### src/rtl/idli_pkg.sv
// Shared types and constants for the idli serial quad-I/O memory master.
package idli_pkg;

    typedef enum logic {
        SQI_MODE_IN  = 1'b0,
        SQI_MODE_OUT = 1'b1
    } sqi_mode_t;

    typedef enum logic [2:0] {
        IDLE  = 3'd0,
        CMD   = 3'd1,
        ADDR  = 3'd2,
        DUMMY = 3'd3,
        DATA  = 3'd4,
        DONE  = 3'd5
    } sqi_state_t;

    localparam logic [7:0] SQI_CMD_READ  = 8'h03;
    localparam logic [7:0] SQI_CMD_WRITE = 8'h02;

    // Counter must index the longest phase; the command phase is always 2 nibbles.
    function automatic int sqi_cnt_width(input int addr_n, input int data_n, input int dummy_n);
        int mx;
        mx = 2;
        if (addr_n > mx) mx = addr_n;
        if (data_n > mx) mx = data_n;
        if (dummy_n > mx) mx = dummy_n;
        return $clog2(mx);
    endfunction

endpackage

### src/rtl/idli_sqi_sreg_m.sv
// Nibble-wide shift register: parallel load, shifts toward the MSB end taking a
// new nibble in at the LSB end, so the head nibble leaves first.
module idli_sqi_sreg_m #(
    parameter int NIBBLES = 4
) (
    input  logic                 clk,
    input  logic                 rst,
    input  logic                 load,
    input  logic [4*NIBBLES-1:0] load_val,
    input  logic                 shift,
    input  logic [3:0]           shift_in,
    output logic [4*NIBBLES-1:0] value
);

    logic [4*NIBBLES-1:0] shifted;

    generate
        if (NIBBLES > 1) begin : g_multi
            assign shifted = {value[4*NIBBLES-5:0], shift_in};
        end else begin : g_single
            assign shifted = shift_in;
        end
    endgenerate

    always_ff @(posedge clk or posedge rst) begin
        if (rst) begin
            value <= '0;
        end else if (load) begin
            value <= load_val;
        end else if (shift) begin
            value <= shifted;
        end
    end

endmodule

### src/rtl/idli_sqi_m.sv
// Serial quad-I/O memory master: one request in, command/address/dummy/data
// nibbles out over a 4-bit pad, one-cycle completion pulse back.
module idli_sqi_m
    import idli_pkg::*;
#(
    parameter int ADDR_NIBBLES  = 4,
    parameter int DATA_NIBBLES  = 4,
    parameter int DUMMY_NIBBLES = 2
) (
    input  logic                      i_sqi_gck,
    input  logic                      i_sqi_rst,
    input  logic                      i_sqi_req_vld,
    output logic                      o_sqi_req_rdy,
    input  logic                      i_sqi_req_wr,
    input  logic [4*ADDR_NIBBLES-1:0] i_sqi_req_addr,
    input  logic [4*DATA_NIBBLES-1:0] i_sqi_req_wdata,
    output logic                      o_sqi_rsp_vld,
    output logic [4*DATA_NIBBLES-1:0] o_sqi_rsp_rdata,
    output logic                      o_sqi_sck,
    output logic                      o_sqi_cs,
    output sqi_mode_t                 o_sqi_mode,
    output logic [3:0]                o_sqi_data,
    input  logic [3:0]                i_sqi_data
);

    localparam int AC_W       = 4 * (ADDR_NIBBLES + 2);
    localparam int DW         = 4 * DATA_NIBBLES;
    localparam int CW         = sqi_cnt_width(ADDR_NIBBLES, DATA_NIBBLES, DUMMY_NIBBLES);
    localparam int DUMMY_LAST = (DUMMY_NIBBLES > 0) ? DUMMY_NIBBLES - 1 : 0;

    sqi_state_t    state, state_nxt;
    logic          ph;
    logic [CW-1:0] cnt;
    logic [CW-1:0] last_idx;
    logic          wr_q;
    logic [DW-1:0] rdata_q;
    logic          accept, active, nib_end, last_nib;
    logic [AC_W-1:0] ac_value;
    logic [DW-1:0]   dat_value;
    logic [3:0]      ac_head, dat_head;

    // Request handshake: ready only while idle and out of reset; accept = vld & rdy.
    assign o_sqi_req_rdy = (state == IDLE) && !i_sqi_rst;
    assign accept        = i_sqi_req_vld && o_sqi_req_rdy;
    assign active        = state inside {CMD, ADDR, DUMMY, DATA};
    assign nib_end       = active && ph;
    assign last_nib      = nib_end && (cnt == last_idx);
    assign ac_head       = 4'(ac_value >> (AC_W - 4));
    assign dat_head      = 4'(dat_value >> (DW - 4));

    always_comb begin
        last_idx = '0;
        case (state)
            CMD:     last_idx = CW'(1);
            ADDR:    last_idx = CW'(ADDR_NIBBLES - 1);
            DUMMY:   last_idx = CW'(DUMMY_LAST);
            DATA:    last_idx = CW'(DATA_NIBBLES - 1);
            default: last_idx = '0;
        endcase
    end

    always_ff @(posedge i_sqi_gck or posedge i_sqi_rst) begin
        if (i_sqi_rst) begin
            state <= IDLE;
        end else begin
            state <= state_nxt;
        end
    end

    always_comb begin
        state_nxt  = state;
        o_sqi_cs   = 1'b1;
        o_sqi_sck  = 1'b0;
        o_sqi_mode = SQI_MODE_IN;
        o_sqi_data = 4'h0;
        case (state)
            IDLE:  if (accept) state_nxt = CMD;
            CMD:   if (last_nib) state_nxt = ADDR;
            ADDR:  if (last_nib) state_nxt = (wr_q || DUMMY_NIBBLES == 0) ? DATA : DUMMY;
            DUMMY: if (last_nib) state_nxt = DATA;
            DATA:  if (last_nib) state_nxt = DONE;
            DONE:  state_nxt = IDLE;
            default: state_nxt = IDLE;
        endcase
        if (active) begin
            o_sqi_cs  = 1'b0;
            o_sqi_sck = ph;
        end
        if (state == CMD || state == ADDR) begin
            o_sqi_mode = SQI_MODE_OUT;
            o_sqi_data = ac_head;
        end else if (state == DATA && wr_q) begin
            o_sqi_mode = SQI_MODE_OUT;
            o_sqi_data = dat_head;
        end
    end

    always_ff @(posedge i_sqi_gck or posedge i_sqi_rst) begin
        if (i_sqi_rst) begin
            ph      <= 1'b0;
            cnt     <= '0;
            wr_q    <= 1'b0;
            rdata_q <= '0;
        end else begin
            if (accept) wr_q <= i_sqi_req_wr;
            ph <= active ? ~ph : 1'b0;
            if (nib_end) cnt <= last_nib ? '0 : cnt + CW'(1);
            if (state == DONE && !wr_q) rdata_q <= dat_value;
        end
    end

    // Command byte rides in front of the address so one register serves both phases.
    idli_sqi_sreg_m #(.NIBBLES(ADDR_NIBBLES + 2)) u_ac_sreg (
        .clk      (i_sqi_gck),
        .rst      (i_sqi_rst),
        .load     (accept),
        .load_val ({(i_sqi_req_wr ? SQI_CMD_WRITE : SQI_CMD_READ), i_sqi_req_addr}),
        .shift    (nib_end && (state == CMD || state == ADDR)),
        .shift_in (4'h0),
        .value    (ac_value)
    );

    idli_sqi_sreg_m #(.NIBBLES(DATA_NIBBLES)) u_dat_sreg (
        .clk      (i_sqi_gck),
        .rst      (i_sqi_rst),
        .load     (accept),
        .load_val (i_sqi_req_wdata),
        .shift    (nib_end && state == DATA),
        .shift_in (wr_q ? 4'h0 : i_sqi_data),
        .value    (dat_value)
    );

    assign o_sqi_rsp_vld   = (state == DONE);
    // The freshly assembled read word is visible during DONE, then held.
    assign o_sqi_rsp_rdata = (state == DONE && !wr_q) ? dat_value : rdata_q;

endmodule

### config.mk
export PLATFORM = sky130hd
export DESIGN_NAME = idli_sqi_m
export DESIGN_NICKNAME = d
export VERILOG_FILES = /design/src/rtl/idli_pkg.sv /design/src/rtl/idli_sqi_sreg_m.sv /design/src/rtl/idli_sqi_m.sv
export SDC_FILE = /design/constraint.sdc
export NUM_CORES = 1
export LEC_CHECK = 0
export ABC_AREA = 1
export ABC_CLOCK_PERIOD_IN_PS = 2200
export BUFFER_PORTS_ARGS = -buffer_cell sky130_fd_sc_hd__buf_2
export CAP_MARGIN = 10
export CELL_PAD_IN_SITES_DETAIL_PLACEMENT = 0
export CELL_PAD_IN_SITES_GLOBAL_PLACEMENT = 2
export CORE_MARGIN = 1.5
export CORE_UTILIZATION = 31
export DETAILED_ROUTE_END_ITERATION = 10
export PLACE_DENSITY_LB_ADDON = 0.1
export REMOVE_ABC_BUFFERS = 1
export SLEW_MARGIN = 20
export SYNTH_ARGS = -nofsm -noshare
export SYNTH_HDL_FRONTEND = slang
export SYNTH_SLANG_ARGS = --single-unit
### constraint.sdc
create_clock -name i_sqi_gck -period 2.2 [get_ports i_sqi_gck]
set_clock_uncertainty 0.15 [all_clocks]
set_input_delay 0.11 -clock i_sqi_gck [delete_from_list [all_inputs] [get_ports i_sqi_gck]]
set_output_delay 0.11 -clock i_sqi_gck [all_outputs]
set_load 0.1 [all_outputs]
==> results summary, run 1 <==
After detailed routing, the total wire length is 7.09 mm. The number of global-route vias before repair is about 2,600. The number of buffers inserted during clock tree synthesis is 9. The startpoint-to-endpoint class of the critical path is reg2out. The flop and latch count out of synthesis is 63. The cell total after placement is 488. The die is between 90 and 100 um wide.

The highest-delay cell along the critical path is sky130_fd_sc_hd__dfrtp_1. Clock tree synthesis selected as its root buffer the cell sky130_fd_sc_hd__clkbuf_8. The number of cells produced by synthesis came out at 318. The number of placement rows came out at 34. The number of antenna violations at the first check in global routing was 0. TritonCTS built the clock tree. The number of synthesis warnings came out at 0. Across all setup checks in the final design, the least slack found is 0.104 ns. The cell that appears most often on the critical path is sky130_fd_sc_hd__nand3_2.

The floorplan step defined a die boundary enclosing roughly 9700 um2. After detailed routing, the number of remaining DRC violations is 0. The period utilization came out at a little over nine tenths. The maximum level of the CTS H-tree is 3. The overall overflow remaining after global route came out at 0. For the finished layout, the period the worst path requires is about 2.1 ns. The layout filler cell count came out at 874.

STA classifies the critical path endpoint as a primary output. The required time at the worst-slack endpoint is 1.94 ns. The routability congestion estimate came out at 0.747. The initial DRC count came out at slightly above 90. The global-route usage over all layers is between 10% and 20%. The number of failing hold endpoints at the final stage is 0.

The path type of the worst min-delay path is in2reg. After synthesis, the mean cell area works out to between 8 and 9 um2. Setup violations remaining at the end of the flow were counted as 0. The initial utilization of the core area, before any placement, comes to 32.1%. The half-perimeter wire length after detailed placement is 4.68 mm.

The height of the chip is 98.3 um. The number of input and output port buffers inserted is 64. The count of nets left with antenna violations once routing finished came out at 0. Traced cell by cell, the critical path runs through inv_2 > nand3_2 > nand3_2 > nand2_1 > inv_1 > buf_2. At the pin with the least slew margin, the transition time is 0.509 ns. The data arrival time at the worst-slack endpoint came out at about 1.8 ns. The maximum operating frequency came out at about 0.48 GHz. Buffers added to address setup during post-CTS repair amount to 0.

The count of pins over their slew limit was 0. The number of clock sinks seen by CTS is 63. Clock-pin slew was measured on the worst setup and hold paths at 0.07 ns.

Across the run, the number of max-cap violations was 0. The worst-case clock buffer depth is 2. OpenSTA, run right after detailed placement, puts the worst setup slack at 0.217 ns. 65 I/O pins were placed.

The delay of the slowest cell on the worst path is 0.43 ns. The via density per instance came out at between 4 and 5. Measured against its own limit, the worst slew margin works out to 66.0%. The number of antenna diodes in the final layout is 0. The launching element type of the critical path is a register. Setup repair after global routing left no endpoint under its margin. The wire length of the first global-routing pass is about 12 mm. The dominant delay contributor by cell family on the critical path is buffers and inverters. Summing all placed instances gives a cell area of between 3000 and 4000 um2. The clock latency on the worst-skew pair is 0.33 ns.

The maximum number of pins on one net before global-route repair came out at 33. The sum of buffers and inverters on the critical path is 3. The share of the yosys chip area belonging to registers is between 50% and 60%. The filler-free cell count of the finished design is 541. In the final layout, the share of cells above drive strength 1 is about 27%. Summing every instance area after synthesis gives 2810 um2. The area growth from synthesis to layout is 49.3%.

The detailed-route wire length per cell came out at 13.1 um. The highest net fanout along the worst path came out at 7. Yosys mapped the design onto 25 distinct sky130hd cell types. For this run, the post-layout net count is approximately 470. Across all layers, the routed design uses 2,483 vias. The flow ran to the end, and the final reports show no timing, DRC or antenna violations. The core area came out at between 8000 and 9000 um2.

For this run, the detailed router's first-pass iteration total came to 4. The post-route cell area came out at 4200 um2.
-- flip-flops by register name (all words and copies together) (netlist names) --
name and count:
cnt 2, ph 1, rdata_q 16, state 3, u_ac_sreg.value 24, u_dat_sreg.value 16, wr_q 1
-- timing repair --
| action | in CTS | in global routing |
|---|---|---|
| hold buffers | 38 | 0 |
| resized for setup | 15 | 17 |
| setup endpoints to repair | 17 | 21 |
| hold endpoints to repair | 54 | 0 |
-- layout make-up --
class                   instances  area [um2]  area share, %
well taps                     108         135           3.22
clock buffers                  11         141           3.37
repair buffers                114        1120           26.6
flip-flops and latches         63        1580           37.6
clock inverters                 4        22.5          0.536
multi-input cells             196        1040           24.7
inverters                      45         169           4.02
-- cell usage after synthesis --
master | n | area, um2
sky130_fd_sc_hd__or2_2 | 1 | 6.26
sky130_fd_sc_hd__nand4_1 | 1 | 6.26
sky130_fd_sc_hd__a21oi_1 | 4 | 20.0
sky130_fd_sc_hd__inv_2 | 3 | 11.3
sky130_fd_sc_hd__nand2_2 | 1 | 6.26
sky130_fd_sc_hd__buf_6 | 1 | 11.3
sky130_fd_sc_hd__nand2_4 | 3 | 33.8
sky130_fd_sc_hd__inv_1 | 42 | 158
sky130_fd_sc_hd__nand3_2 | 2 | 20.0
sky130_fd_sc_hd__nand3_1 | 11 | 55.1
sky130_fd_sc_hd__o211ai_1 | 9 | 67.6
sky130_fd_sc_hd__nor2_2 | 1 | 6.26
sky130_fd_sc_hd__nor2_1 | 6 | 22.5
sky130_fd_sc_hd__o21ai_0 | 69 | 345
sky130_fd_sc_hd__a22o_1 | 4 | 35.0
sky130_fd_sc_hd__xor2_1 | 1 | 8.76
sky130_fd_sc_hd__o221ai_1 | 5 | 43.8
sky130_fd_sc_hd__clkbuf_1 | 5 | 18.8
sky130_fd_sc_hd__buf_4 | 2 | 15.0
sky130_fd_sc_hd__dfrtp_1 | 63 | 1580
sky130_fd_sc_hd__nor3_4 | 1 | 16.3
sky130_fd_sc_hd__nand2_1 | 72 | 270
sky130_fd_sc_hd__buf_2 | 6 | 30.0
sky130_fd_sc_hd__nor3_1 | 1 | 5.00
sky130_fd_sc_hd__o22ai_1 | 4 | 25.0
-- worst paths after layout --
check | start | slack, ns | cells after the start | endpoint
setup / recovery | state[2] | 0.10 | 6 | o_sqi_sck
setup reg to reg | state[1] | 0.24 | 7 | u_ac_sreg.value[3]
hold reg to reg | u_ac_sreg.value[13] | 0.33 | 2 | u_ac_sreg.value[13]
max in group asynchronous | i_sqi_rst | 1.11 | 4 | rdata_q[7]
hold / removal | i_sqi_req_vld | 0.16 | 4 | u_ac_sreg.value[4]
min in group asynchronous | i_sqi_rst | 0.23 | 3 | u_dat_sreg.value[5]
-- through the flow --
| step | hold WS [ns] | TNS (ns) | util (%) |
|---|---|---|---|
| final | 0.165 | 0 | 47.9 |
| after global routing | 0.208 | 0 | 47.9 |
| after CTS | 0.168 | -0.146 | 47.5 |
| after detailed placement | 0.0601 | 0 | 41.2 |
| after global placement | 0.0631 | 0 | 41.2 |
| after floorplan | 0.0868 | -164.33 | - |
-- routing by layer --
layer / share of wire [%] / wire, um / track usage, %
met1: 48 / 3440 / 21.7
met2: 46 / 3290 / 25.9
met3: 3.9 / 275 / 4.08
met4: 1.2 / 87 / 5.31
met5: 0 / 0 / 0
-- cells in the final DEF (no fill, tap or decap), drive strengths merged --
cell          n
nand2        76
buf          76
o21ai        69
dfrtp        63
inv          45
dlygate4sd3  38
nand3        13
clkbuf       11
o211ai        9
nor2          7
o221ai        5
a22o          4
o22ai         4
a21oi         4
clkinv        3
nor3          2
nand4         1
or2           1
xor2          1
clkinvlp      1
-- logic make-up after synthesis --
family | count (synthesis) | synth area share [%]
and+or+nand+nor | 100 | 15.9
AOI/OAI and AO/OA | 95 | 19.1
DFF | 63 | 56.0
buffers and inverters | 59 | 8.67
xor gates and xnor gates | 1 | 0.311
-- worst register-to-register path: stages (launching register included) --
cell	delay, ns
sky130_fd_sc_hd__dfrtp_2	0.46
sky130_fd_sc_hd__nor2_2	0.15
sky130_fd_sc_hd__inv_1	0.10
sky130_fd_sc_hd__nor3_4	0.16
sky130_fd_sc_hd__nand2_4	0.21
sky130_fd_sc_hd__nand2_4	0.24
sky130_fd_sc_hd__inv_2	0.17
sky130_fd_sc_hd__a22o_1	0.21
Power of run 1 is left out: the tool's default activity adds up to more than one toggle a clock period on the data nets, which glitch-free logic cannot reach.
==> run 2, diff against run 1 <==
- CORE_UTILIZATION: 31 -> 32
- PLACE_DENSITY: not set -> 0.81
- PLACE_DENSITY_LB_ADDON: 0.1 -> not set
- SYNTH_HIERARCHICAL: not set -> 1
==> results summary, run 2 <==
In the layout the commonest cells are sky130_fd_sc_hd__nand2_1 (140), sky130_fd_sc_hd__nand3_1 (68), sky130_fd_sc_hd__dfrtp_1 (62), sky130_fd_sc_hd__buf_2 (42), sky130_fd_sc_hd__dlygate4sd3_1 (38). The share of the yosys chip area belonging to registers came out at 49.5% (-6.5 points). The number of distinct standard cells referenced by the synthesized netlist was 25 (unchanged). Among the stages of the critical path, the cell type that occurs most often is sky130_fd_sc_hd__buf_12. The overall overflow remaining after global route was 0 (unchanged). The top cell type's share of synthesized area came out at 49.5% (-6.5 points).

The detailed-route wire length per cell came out at 12.4 um (-5.3%). The critical path in this run is classified as reg2out. The die span in x is 103 um (+4.6%). The number of input and output port buffers inserted is 64 (unchanged). The fraction of layout cells with a size suffix above 1 came out at 24.4% (-2.4 points). The initial core utilization was 32.7% (+0.62 points). The async set-reset flop share out of synthesis came to 100% (unchanged).

Broken down by cell family, the worst path's largest delay share belongs to buffers and inverters. The required time at the worst-slack endpoint came out at 1.94 ns (about the same). The worst setup path is launched from a register.

The final wirelength is 7.80 mm (+10%). The final setup violation count is 0 (unchanged). The period utilization came out at 95.7% (+0.48 points).

The minimum setup slack after placement came to 0.304 ns (+0.0871 ns). The number of enable-type register cells in the synthesized netlist came out at 0 (unchanged). In this run the worst setup path begins at state[2]. The clock latency on the worst-skew pair came out at 0.34 ns (about the same). In the final layout, the registers with the most flip-flops are u_ac_sreg/value: 24 flops, rdata_q: 16 flops, u_dat_sreg/value: 16 flops.

The number of top-level pins came out at 65 (unchanged). The most used flip-flop cell after synthesis is sky130_fd_sc_hd__dfrtp_1. The initial DRC count is 111 (+21%). The commonest cells after synthesis are sky130_fd_sc_hd__nand2_1 (141), sky130_fd_sc_hd__nand3_1 (68), sky130_fd_sc_hd__dfrtp_1 (63). The area of the multi-input gates is 1360 um2 (+31%). The library cell used most frequently in the layout, excluding fill and tap cells, is sky130_fd_sc_hd__nand2_1. Following the worst setup path forward leads to its endpoint at o_sqi_rsp_rdata[0].

The number of placement rows was 36 (+5.9%). The count of pins over their slew limit is 0 (unchanged). The highest net fanout along the worst path came to 20 (+13). The flop and latch count out of synthesis was 63 (unchanged). The total iterations of the first detailed-routing run is 4 (unchanged). The startpoint identified for the worst register-to-register timing path is state[0]. The final setup TNS came out at 0 ns (unchanged).

The core area came out at 9730 um2 (+11%). The number of buffers inserted during clock tree synthesis came to 9 (unchanged). The number of synthesis warnings came out at 6 (+6). The global-route usage over all layers was 15.9% (-0.37 points). The capturing element type of the critical path is a primary output.

The layout filler cell count was 980 (+12%). The number of failing hold endpoints at the final stage was 0 (unchanged). The clock transition at the registers of the reported paths came out at 0.07 ns (about the same).

The headroom to the max-slew limit came to 54.3% (-12 points). The maximum level of the CTS H-tree came to 3 (unchanged). The maximum operating frequency came out at 0.475 GHz (-0.50%). The number of diodes is 0 (unchanged). The area overhead of the layout relative to synthesis is 42.0%. The flip-flop count of the largest register after layout was 24 (unchanged). The die area came out at 10,600 um2 (+9.3%). The number of global-route vias before repair is 2,583 (-0.19%). The capturing point of the worst reg2reg path is u_ac_sreg/value[9].

The length in cells of the worst reg-to-reg path came out at 10 (+3). In this run the power density over the cells is 1610 nW/um2. The number of clock sinks seen by CTS came out at 63 (unchanged). The total number of nets in the final design came out at 533 (+14%). The worst-case clock buffer depth came to 2 (unchanged). The half-perimeter wire length after detailed placement is 5.17 mm (+11%).

TritonCTS built the clock tree. The netlist area before placement came out at 3180 um2 (+13%). The delay of the slowest cell on the worst path is 0.41 ns (-0.02 ns). The maximum ir drop on the vdd rail came out at 0.000517 V. The leading area contributor after synthesis is sky130_fd_sc_hd__dfrtp_1. The most repeated cell in the gate-level netlist after synthesis is sky130_fd_sc_hd__nand2_1. Counting flops per register, the top entry is u_ac_sreg/value. The sum of buffers and inverters on the critical path was 3 (unchanged). On the critical path, the stage with the largest delay is an instance of sky130_fd_sc_hd__dfrtp_1. The actual slew at the worst max-slew pin came out at 0.685 ns (+0.177 ns). The setup slack of the worst register-to-register path is 0.34 ns (+0.10 ns).

Setup repair after global routing left no endpoint under its margin. The height of the chip is 103 um (+4.6%). The final critical-path required period came out at 2.11 ns (+0.0106 ns).

The mean post-synth cell area is 8.45 um2 (-4.5%). The number of antenna violations at the first check in global routing is 0 (unchanged). The final routed DRC violation total is 0 (unchanged). The count of antenna-violating nets left after detailed routing was 0 (unchanged).

The via density per instance came out at 4.38 (-4.5%). Traced cell by cell, the critical path runs through inv_2 > nor3_4 > nand2_2 > buf_12 > mux2_4 > buf_12. The maximum number of pins on one net before global-route repair came to 25 (-24%).

The storage element area came out at 1580 um2 (unchanged). The number of cells produced by synthesis came to 377 (+19%). The flow ran to the end, and the final reports show no timing, DRC or antenna violations. Yosys attributes the largest share of cell area to sky130_fd_sc_hd__dfrtp_1 (50%), sky130_fd_sc_hd__nand2_1 (17%), sky130_fd_sc_hd__nand3_1 (11%). The depth of the critical timing path with buffers and inverters included is 6 (unchanged). The min-delay analysis places its worst path in the category in2reg. The leakage power came out at 2.33 nW. The overall via count from detail_route came out at 2,758 (+11%). The number of maximum-capacitance violations is 0 (unchanged). The tree is rooted in a sky130_fd_sc_hd__clkbuf_8. The minimum setup slack in the final design came to 0.0937 ns (-0.0106 ns). The routability congestion estimate is 0.757 (+1.3%). The data arrival time at the worst-slack endpoint is 1.85 ns (about the same). The wire length of the first global-routing pass was 12.7 mm (+1.5%).
## run 2: changes by cell type in the layout (fill, tap and decap cells not counted), moves of 5 or more
cell,before,now
sky130_fd_sc_hd__inv_1,41,31
sky130_fd_sc_hd__o211ai_1,9,0
sky130_fd_sc_hd__o221ai_1,5,0
sky130_fd_sc_hd__conb_1,0,11
sky130_fd_sc_hd__o21ai_0,51,3
sky130_fd_sc_hd__nand2_1,70,140
sky130_fd_sc_hd__nand3_1,11,68
sky130_fd_sc_hd__mux2_4,0,12
## run 2: timing repair
| item | CTS | global route |
|---|---|---|
| setup endpoints to repair | 9 | 9 |
| gates cloned | 0 | 0 |
| pin swaps | 0 | 0 |
| setup buffers | 0 | 1 |
| hold endpoints to repair | 97 | 0 |
| gates resized for setup | 9 | 7 |
| hold buffers | 38 | 0 |
## run 2: cell families (layout without fill, tap and decap cells)
family,count (synthesis),after routing,share of synthesized area (%)
simple gates,233,233,32.5
buf+inv,53,163,9.63
flops,63,63,49.5
other cells,2,11,0.236
mux,12,12,5.66
compound gates,13,13,2.16
xor+xnor,1,1,0.275
## run 2: where the power goes
part	switching, mW	total (mW)	internal, mW
sequential	0.309	2.00	1.69
combinational	2.96	4.42	1.47
clock	0.410	0.867	0.457
## run 2: layout make-up
type / count / share of cell area, %
flip-flops and latches: 63 / 34.9
multi-input cells: 270 / 30.1
repair buffers: 114 / 24.8
well taps: 133 / 3.68
clock buffers: 13 / 3.52
inverters: 35 / 2.91
clock inverters: 1 / 0.111
## run 2: how the worst min path moves through the flow
| stage | startpoint | to | cells past startpoint |
|---|---|---|---|
| final | i_sqi_req_vld | state[2] | 5 |
| after global routing | i_sqi_req_vld | state[2] | 5 |
| after CTS | i_sqi_req_vld | state[2] | 5 |
| after detailed placement | i_sqi_rst | ph | 3 |
| after global placement | i_sqi_rst | cnt[1] | 3 |
| after floorplan | i_sqi_rst | u_dat_sreg/value[0] | 1 |
## run 2: per-layer routing
layer	track usage [%]	routed length, um	vias to the layer above
li1	-	-	1411
met1	19.7	3430	1287
met2	25.9	3920	50
met3	4.81	356	10
met4	6.55	100	0
met5	0	0	-
## run 2: worst min-delay path, cell delays in order
cell and delay, ns:
sky130_fd_sc_hd__buf_2 0.10, sky130_fd_sc_hd__inv_1 0.08, sky130_fd_sc_hd__o21ai_1 0.13, sky130_fd_sc_hd__nand3_1 0.11
sky130_fd_sc_hd__nand2_1 0.05
## run 2: per-stage QoR
stage / cells / hold slack, ns / power, mW / utilization, % / instance area, um2
after floorplan: 368 / -0.126 / 4.98 / - / 3040
after CTS: 628 / 0.0881 / 7.33 / 46.2 / 4490
final: 629 / 0.122 / 7.29 / 46.5 / 4520
after global placement: 576 / 0.105 / 6.31 / 40.5 / 3950
after detailed placement: 576 / 0.105 / 6.34 / 40.5 / 3950
after global routing: 629 / 0.184 / 7.76 / 46.5 / 4520
No activity file was read; power rests on OpenSTA's default activity.
